File: src/rtl/instr_encode.sv
// instr_encode
//   Packs RV32I instruction fields into 32-bit words and writes them to
//   instruction memory. It is the exact inverse of the core's field decoder.
//   A load session runs from start until one of three things happens:
//   EBREAK is written, a bad field or immediate is seen, or MAX_WORDS words
//   have been written.
//
// Handshake: a bundle transfers on a rising edge where in_valid && in_ready.
//   in_ready depends only on state, never on in_valid. A producer holding
//   in_valid high must keep its fields stable until the transfer edge.
//   The IMEM write port has no backpressure.
//
// Ports
//   clk, rst                      clock, synchronous active-high reset
//   start                         begin a new load (ignored while RUN)
//   in_valid / in_ready           field bundle handshake
//   opcode func3 func7 Rs1 Rs2 Rd imme   instruction fields
//   mem_we mem_addr mem_wdata     IMEM write port, one strobe per word
//   busy / done / err             RUN, DONE, sticky abort flag
//   count                         words written since last start
//   dbg_state                     raw FSM state (0 IDLE, 1 RUN, 2 DONE)

module instr_encode #(
    parameter logic [31:0] BASE_ADDR = 32'h0000_0000,
    parameter int          MAX_WORDS = 1024,
    parameter int          CNT_W     = 11
) (
    input  logic             clk,
    input  logic             rst,
    input  logic             start,
    input  logic             in_valid,
    output logic             in_ready,
    input  logic [6:0]       opcode,
    input  logic [2:0]       func3,
    input  logic             func7,
    input  logic [4:0]       Rs1,
    input  logic [4:0]       Rs2,
    input  logic [4:0]       Rd,
    input  logic [31:0]      imme,
    output logic             mem_we,
    output logic [31:0]      mem_addr,
    output logic [31:0]      mem_wdata,
    output logic             busy,
    output logic             done,
    output logic             err,
    output logic [CNT_W-1:0] count,
    output logic [1:0]       dbg_state
);

    localparam logic [6:0] OP_R      = 7'b0110011;
    localparam logic [6:0] OP_IALU   = 7'b0010011;
    localparam logic [6:0] OP_LOAD   = 7'b0000011;
    localparam logic [6:0] OP_JALR   = 7'b1100111;
    localparam logic [6:0] OP_STORE  = 7'b0100011;
    localparam logic [6:0] OP_BRANCH = 7'b1100011;
    localparam logic [6:0] OP_LUI    = 7'b0110111;
    localparam logic [6:0] OP_AUIPC  = 7'b0010111;
    localparam logic [6:0] OP_JAL    = 7'b1101111;
    localparam logic [6:0] OP_SYSTEM = 7'b1110011;

    localparam logic [31:0] EBREAK_WORD = 32'h0010_0073;

    typedef enum logic [1:0] {
        S_IDLE = 2'd0,
        S_RUN  = 2'd1,
        S_DONE = 2'd2
    } state_t;

    state_t state, state_nx;

    logic        accept;
    logic        start_ok;
    logic        count_last;
    logic [31:0] enc_word;
    logic        enc_bad;
    logic        enc_ebreak;

    // The immediate range checks: the upper bits must be a pure sign
    // extension, and branch or jump offsets must be even.
    logic i_ok, b_ok, j_ok, u_ok, sh_ok;

    assign i_ok  = (&imme[31:11]) | ~(|imme[31:11]);
    assign b_ok  = ((&imme[31:12]) | ~(|imme[31:12])) & ~imme[0];
    assign j_ok  = ((&imme[31:20]) | ~(|imme[31:20])) & ~imme[0];
    assign u_ok  = ~(|imme[11:0]);
    assign sh_ok = ~(|imme[31:5]);

    assign accept     = in_valid & in_ready;
    assign start_ok   = start & (state != S_RUN);
    assign count_last = (count == CNT_W'(MAX_WORDS - 1));

    // Field packing
    always_comb begin
        enc_word   = '0;
        enc_bad    = 1'b0;
        enc_ebreak = 1'b0;
        case (opcode)
            OP_R: begin
                enc_word = {1'b0, func7, 5'b0, Rs2, Rs1, func3, Rd, opcode};
            end
            OP_IALU: begin
                // SLLI/SRLI/SRAI: the shamt replaces imm[4:0], and func7
                // selects arithmetic versus logical in bit 30.
                if (func3 == 3'b001 || func3 == 3'b101) begin
                    enc_word = {1'b0, func7, 5'b0, imme[4:0], Rs1, func3, Rd, opcode};
                    enc_bad  = ~sh_ok;
                end else begin
                    enc_word = {imme[11:0], Rs1, func3, Rd, opcode};
                    enc_bad  = ~i_ok;
                end
            end
            OP_LOAD, OP_JALR: begin
                enc_word = {imme[11:0], Rs1, func3, Rd, opcode};
                enc_bad  = ~i_ok;
            end
            OP_STORE: begin
                enc_word = {imme[11:5], Rs2, Rs1, func3, imme[4:0], opcode};
                enc_bad  = ~i_ok;
            end
            OP_BRANCH: begin
                enc_word = {imme[12], imme[10:5], Rs2, Rs1, func3,
                            imme[4:1], imme[11], opcode};
                enc_bad  = ~b_ok;
            end
            OP_LUI, OP_AUIPC: begin
                enc_word = {imme[31:12], Rd, opcode};
                enc_bad  = ~u_ok;
            end
            OP_JAL: begin
                enc_word = {imme[20], imme[10:1], imme[11], imme[19:12], Rd, opcode};
                enc_bad  = ~j_ok;
            end
            OP_SYSTEM: begin
                // Any system opcode is emitted as EBREAK and ends the load.
                enc_word   = EBREAK_WORD;
                enc_ebreak = 1'b1;
            end
            default: begin
                enc_bad = 1'b1;
            end
        endcase
    end

    // FSM: state register
    always_ff @(posedge clk) begin
        if (rst) begin
            state <= S_IDLE;
        end else begin
            state <= state_nx;
        end
    end

    // FSM: next state
    always_comb begin
        state_nx = state;
        case (state)
            S_IDLE: if (start) state_nx = S_RUN;
            S_RUN: begin
                // A bad word, EBREAK, and the final in-capacity word all
                // leave RUN at the edge where the bundle is accepted.
                if (accept && (enc_bad || enc_ebreak || count_last)) begin
                    state_nx = S_DONE;
                end
            end
            S_DONE: if (start) state_nx = S_RUN;
            default: state_nx = S_IDLE;
        endcase
    end

    // FSM: outputs
    always_comb begin
        in_ready  = (state == S_RUN);
        busy      = (state == S_RUN);
        done      = (state == S_DONE);
        dbg_state = state;
    end

    // Write port, count and sticky error
    always_ff @(posedge clk) begin
        if (rst) begin
            mem_we    <= 1'b0;
            mem_addr  <= BASE_ADDR;
            mem_wdata <= '0;
            err       <= 1'b0;
            count     <= '0;
        end else begin
            mem_we <= 1'b0;
            if (start_ok) begin
                count <= '0;
                err   <= 1'b0;
            end else if (accept) begin
                if (enc_bad) begin
                    err <= 1'b1;
                end else begin
                    mem_we    <= 1'b1;
                    mem_addr  <= BASE_ADDR + (32'(count) << 2);
                    mem_wdata <= enc_word;
                    count     <= count + CNT_W'(1);
                end
            end
        end
    end

endmodule

File: config.mk
export PLATFORM = sky130hd
export DESIGN_NAME = instr_encode
export DESIGN_NICKNAME = d
export VERILOG_FILES = /design/src/rtl/instr_encode.sv
export SDC_FILE = /design/constraint.sdc
export NUM_CORES = 1
export LEC_CHECK = 0
export BUFFER_PORTS_ARGS = -buffer_cell sky130_fd_sc_hd__buf_2
export CAP_MARGIN = 40
export CELL_PAD_IN_SITES_DETAIL_PLACEMENT = 0
export CELL_PAD_IN_SITES_GLOBAL_PLACEMENT = 1
export CORE_AREA = 2 2 76 132
export DETAILED_ROUTE_END_ITERATION = 16
export DIE_AREA = 0 0 78 134
export MAX_ROUTING_LAYER = met4
export PLACE_DENSITY_LB_ADDON = 0.15
export SYNTH_ARGS = -nofsm -noshare
export SYNTH_HDL_FRONTEND = slang
export SYNTH_SLANG_ARGS = --single-unit
File: constraint.sdc
create_clock -name clk -period 7.8 [get_ports clk]
set_input_delay 0.39 -clock clk [delete_from_list [all_inputs] [get_ports clk]]
set_output_delay 0.39 -clock clk [all_outputs]
set_load 0.05 [all_outputs]
Word-level counts from Yosys, hierarchy flattened
Cells that the tools add are included.
{"block": "classes", "eq_ne": 18, "muxes": 9, "shifts": 0, "order_cmp": 0, "bitwise": 17, "n_reduce_logical": 24, "addsub": 1, "n_mul": 0, "div": 0}
{"cell": "$pmux 32 s8", "n": 1}
{"cell": "$mux 32", "n": 1}
{"cell": "$eq 7x7->1 const B", "n": 4}
{"cell": "$reduce_or 27->1", "n": 1}
{"cell": "$reduce_or 12->1", "n": 2}
{"cell": "$eq 7x6->1 const B", "n": 3}
{"cell": "$reduce_and 21->1", "n": 1}
{"cell": "$reduce_or 21->1", "n": 1}
{"cell": "$reduce_and 20->1", "n": 1}
{"cell": "$reduce_or 20->1", "n": 1}
{"cell": "$eq 7x5->1 const B", "n": 2}
{"cell": "$reduce_and 12->1", "n": 1}
{"cell": "$add 11x1->11 const B", "n": 1}
{"cell": "$eq 11x10->1 const B", "n": 1}
{"cell": "$not 1->1", "n": 10}
{"cell": "$reduce_or 2->1", "n": 5}
{"cell": "$eq 7x2->1 const B", "n": 1}
{"cell": "$ne 2x1->1 const B", "n": 3}
{"cell": "$pmux 1 s6", "n": 1}
{"cell": "$reduce_and 2->1", "n": 3}
{"cell": "$reduce_or 3->1", "n": 2}
{"cell": "$and 1x1->1", "n": 4}
{"cell": "$mux 2", "n": 2}
{"cell": "$pmux 2 s2", "n": 1}
{"cell": "other kinds (10)", "n": 16}
{"block": "totals", "out_inout_bits": 82, "register_bits": 58, "in_bits": 62, "n_memories": 0, "rom_bits": 0, "word_cells": 75, "latchBits": 0, "ramBits": 0}

Logic depth before layout (Yosys ltp)
{"block": "depth", "depth_word": 11, "ltp_mapped": 10, "ltp_nobuf": 7}

Least setup slack after synthesis
No wires, ideal clock.
{"block": "synth_path", "path_kind": "input-to-reg", "from": "input imme[10]", "to": "register count[9]", "setup_ps": 70, "cell_stages": 8, "n_path_buf": 2, "slack_ps": 4779, "t_arrival_ps": 2951, "required_ps": 7730, "path_cell_list": "or4_4 > or4_1 > a32o_1 > or4_1 > buf_2 > buf_6 > or4_1 > a21oi_1"}
{"block": "synth_between", "elab_chain_cells": 5, "elab_cells_between_ends": 6, "cone_classes": "2 x mux; 1 x bitwise; 3 x reduce/logical"}
{"item": "start: declaration", "line_no": "39", "source": "input logic [31:0] imme,"}
{"item": "$reduce_or 27->1", "line_no": "86", "source": "assign sh_ok = ~(|imme[31:5]);"}
{"item": "$mux 1", "line_no": "104", "source": "if (func3 == 3'b001 || func3 == 3'b101) begin"}
{"item": "$pmux 1 s6 *", "line_no": "97", "source": "case (opcode)"}
{"item": "$not 1->1 (no line) *"}
{"item": "$reduce_and 2->1 (no line) *"}
{"item": "end signal: assignment", "line_no": "198", "source": "count <= count + CNT_W'(1);"}
{"item": "end: declaration", "line_no": "46", "source": "output logic [CNT_W-1:0] count,"}
Every way passes the cells marked *; elsewhere a longest branch is shown, timed or not.
A chain may end at the register's enable or synchronous reset.

Final worst setup path
{"block": "layout_path", "from": "input imme[10]", "to": "register mem_wdata[18]"}
{"block": "layout_between", "elab_chain_cells": 5, "elab_cells_between_ends": 6, "cone_classes": "2 x mux; 1 x bitwise; 3 x reduce/logical"}
{"item": "$reduce_or 27->1", "line_no": "86"}
{"item": "$mux 1", "line_no": "104"}
{"item": "$pmux 1 s6 *", "line_no": "97"}
{"item": "$not 1->1 (no line) *"}
{"item": "$reduce_and 3->1 (no line) *"}
{"item": "end signal: assignment", "line_no": "197", "source": "mem_wdata <= enc_word;"}
{"item": "end: declaration", "line_no": "42", "source": "output logic [31:0] mem_wdata,"}
Marked as above.

==> qor.yml <==
dr.first_iter.drc_count: 163
yosysMostFrequentCell: "a21oi_1"
cp.required_ns: 7.98
rows: 47
synth_area_leaders: "dfxtp_1 35%, a21oi_1 9.1%, buf_4 5.0%, a211oi_1 4.5%, o21ai_0 4.5%"
startpoint_type: "input pin"
cts_resized: 0
htree_levels: 3
holdWs_ns: 0.3224
period_needed_ns: 3.320
synthDistinctLibCells: 52
clk_latency_ns: 0.32
post_cts.repair.setup_buffers: 0
path_common_cell: "or4_1"
antenna_found_initial: 0
power.density_nw_per_um2: 197.2
drt_first_pass_iters: 6
final-setup-viol-count: 0
yosysSeqAreaShare: 0.3518
io_pins: 144
synth_top_area_frac: 0.3518
ys.flop_type: "dfxtp_1"
p_sw_frac: 0.2549
fin_tns_setup_ns: 0
cts_tree: "yes"
worstPathMaxFanout: 15
finalCoreUtilization: 0.4561
n_fill_cell: 1007
io_buffers: 122
grt_max_degree: 54
crit_path_end_kind: "register"
die_x_um: 78
multiInputGateArea_um2: 1921
syn_area_per_cell_um2: 7.877
nNetsFinal: 587
crit_type: "input pin to register"
syn_to_final_growth_pct: 30.02
cts_buffers: 9
num_antenna_cells: 0
drv_cap: 0
vias: 3650
path_clk_slew_ns: 0.05
synth_top_area_cell: "dfxtp_1"
worst_slew_pin_slew_ns: 0.8506
drt-vias-per-instance: 5.607
p_int_uw: 630.5
rsz0062_at_grt: "no"
area.sequential_um2: 1161
holdBufCountCts: 0
hold_class: "input pin to register"
yosys_warnings: 0
peakVddDrop_mv: 0.1015
finalClockSkew_ns: 0.007847
power.share.clock: 0.523
drive_gt1_frac: 0.2968
relSlewSlack: 0.4330
die_h_um: 134
p_leak_uw: 0.001655
power_frac_seq: 0.355
fmax_mhz: 301.2
p_comb_frac: 0.121
grt_pass1_wl_mm: 18.11
dieArea_um2: 10450
r2r_setup_slack_ns: 5.05
netlist_area_um2: 3301
postRouteAntennaNets: 0
finalCritPeriodShare: 0.4256
grt_pass1_vias: 3527
dpl_worst_slack_ns: 4.135
cts.sinks: 58
wl_mm: 11.43
drc: 0
hold_violations: 0
ys_async_sr_fraction: 0
synth_edf_count: 0
crit_chain: "buf_2, or4_4, or4_1, a32o_1, or4_1, nor2_2, buf_8, a311oi_1"
gp_congestion: 0.8933
cp_slowest_cell: "or4_1"
grt_util_all_layers: 0.2277
wl_per_cell_um: 17.56
layout_setup_ws_ns: 4.480
core-area_um2: 9409
worstPathArrival_ns: 3.50
netlist_top_cells_count: "60 x a21oi_1, 58 x dfxtp_1, 31 x clkbuf_1"
initial_core_util: 0.3508
clk_path_buf_depth: 2
synth-seq-cells: 58
status: "finished clean"
report.final.slew_viol_count: 0
dp_hpwl_mm: 8.646
cpPeakStageDelay_ns: 0.75
switchingPower_uw: 215.7
cts_root_buf: "clkbuf_16"
grt.overflow.total: 0
synth_cells: 419
==> routing by layer <==
metal / vias up / wire length [µm] / global-route usage
met2: 135 / 6281 / 0.4128
li1: 1792 / - / -
met5: - / 0 / -
met4: 0 / 384 / 0.1072
met1: 1695 / 4280 / 0.2391
met3: 28 / 485 / 0.03230
==> metrics by stage <==
| step | instance area (µm²) | cells | power (µW) |
|---|---|---|---|
| finish | 4292 | 651 | 846.2 |
| global route | 4292 | 651 | 878.6 |
| CTS | 4292 | 651 | 855.1 |
| detailed placement | 3953 | 635 | 408.9 |
| global placement | 3897 | 630 | 408.2 |
| floorplan | 3376 | 439 | 382.5 |
==> critical path, delay by kind of cell <==
| kind | cells | cell delay (ns) |
|---|---|---|
| AND/OR/NAND/NOR | 4 | 2.41 |
| AO/OA/AOI/OAI | 2 | 0.36 |
| buffers and inverters | 2 | 0.33 |
==> flip-flops by register name, indices dropped and copies added (netlist names) <==
name	cells
dbg_state	2
count	11
mem_wdata	32
mem_addr	11
err	1
mem_we	1
==> cell type report <==
class	count	share of cell area
multi-input combinational	319	0.4475
sequential	58	0.2706
timing repair buffer	132	0.1638
clock buffer	12	0.06210
tap	122	0.03557
clock inverter	4	0.01691
inverter	4	0.003499
==> final timing paths <==
path              cells after the start         start             to
hold reg to reg                       2  mem_wdata[0]   mem_wdata[0]
setup / recovery                      8      imme[10]  mem_wdata[18]
hold / removal                        3        Rs1[0]  mem_wdata[15]
setup reg to reg                      8  dbg_state[1]  mem_wdata[18]
==> placed cells by master (no fill, tap or decap), types with 5 or more instances in the layout <==
cell type    n
buf_2      124
dfxtp_1     58
nand2b_1     8
clkbuf_16    9
nand2_1     18
nor2_1      12
o21ai_0     30
buf_4        5
or3_1        7
nor3_1      12
nand3_1     29
nor2b_1     10
or4_1       12
a32oi_1      5
o31ai_1     11
a311oi_1     8
nand4_1      6
nor4_1       7
a21oi_1     60
conb_1      21
a211oi_1    20
==> cells by family after synthesis <==
| kind of cell | count (synthesis) | synth area share |
|---|---|---|
| AND/OR/NAND/NOR | 139 | 0.2381 |
| buffers and inverters | 62 | 0.09893 |
| multiplexers | 2 | 0.006444 |
| flip-flops | 58 | 0.3518 |
| AO/OA/AOI/OAI | 156 | 0.2999 |
| other | 1 | 0.001136 |
| adder cells (fa/ha/maj) | 1 | 0.003790 |
==> power by group through the flow <==
stage	clock network [µW]	registers, µW	logic, µW
global placement	0	307	101
floorplan	0	316	66.8
detailed placement	0	307	102
global route	468	301	110
finish	443	301	103
CTS	452	301	102
Power figures use the tool's default switching activity.
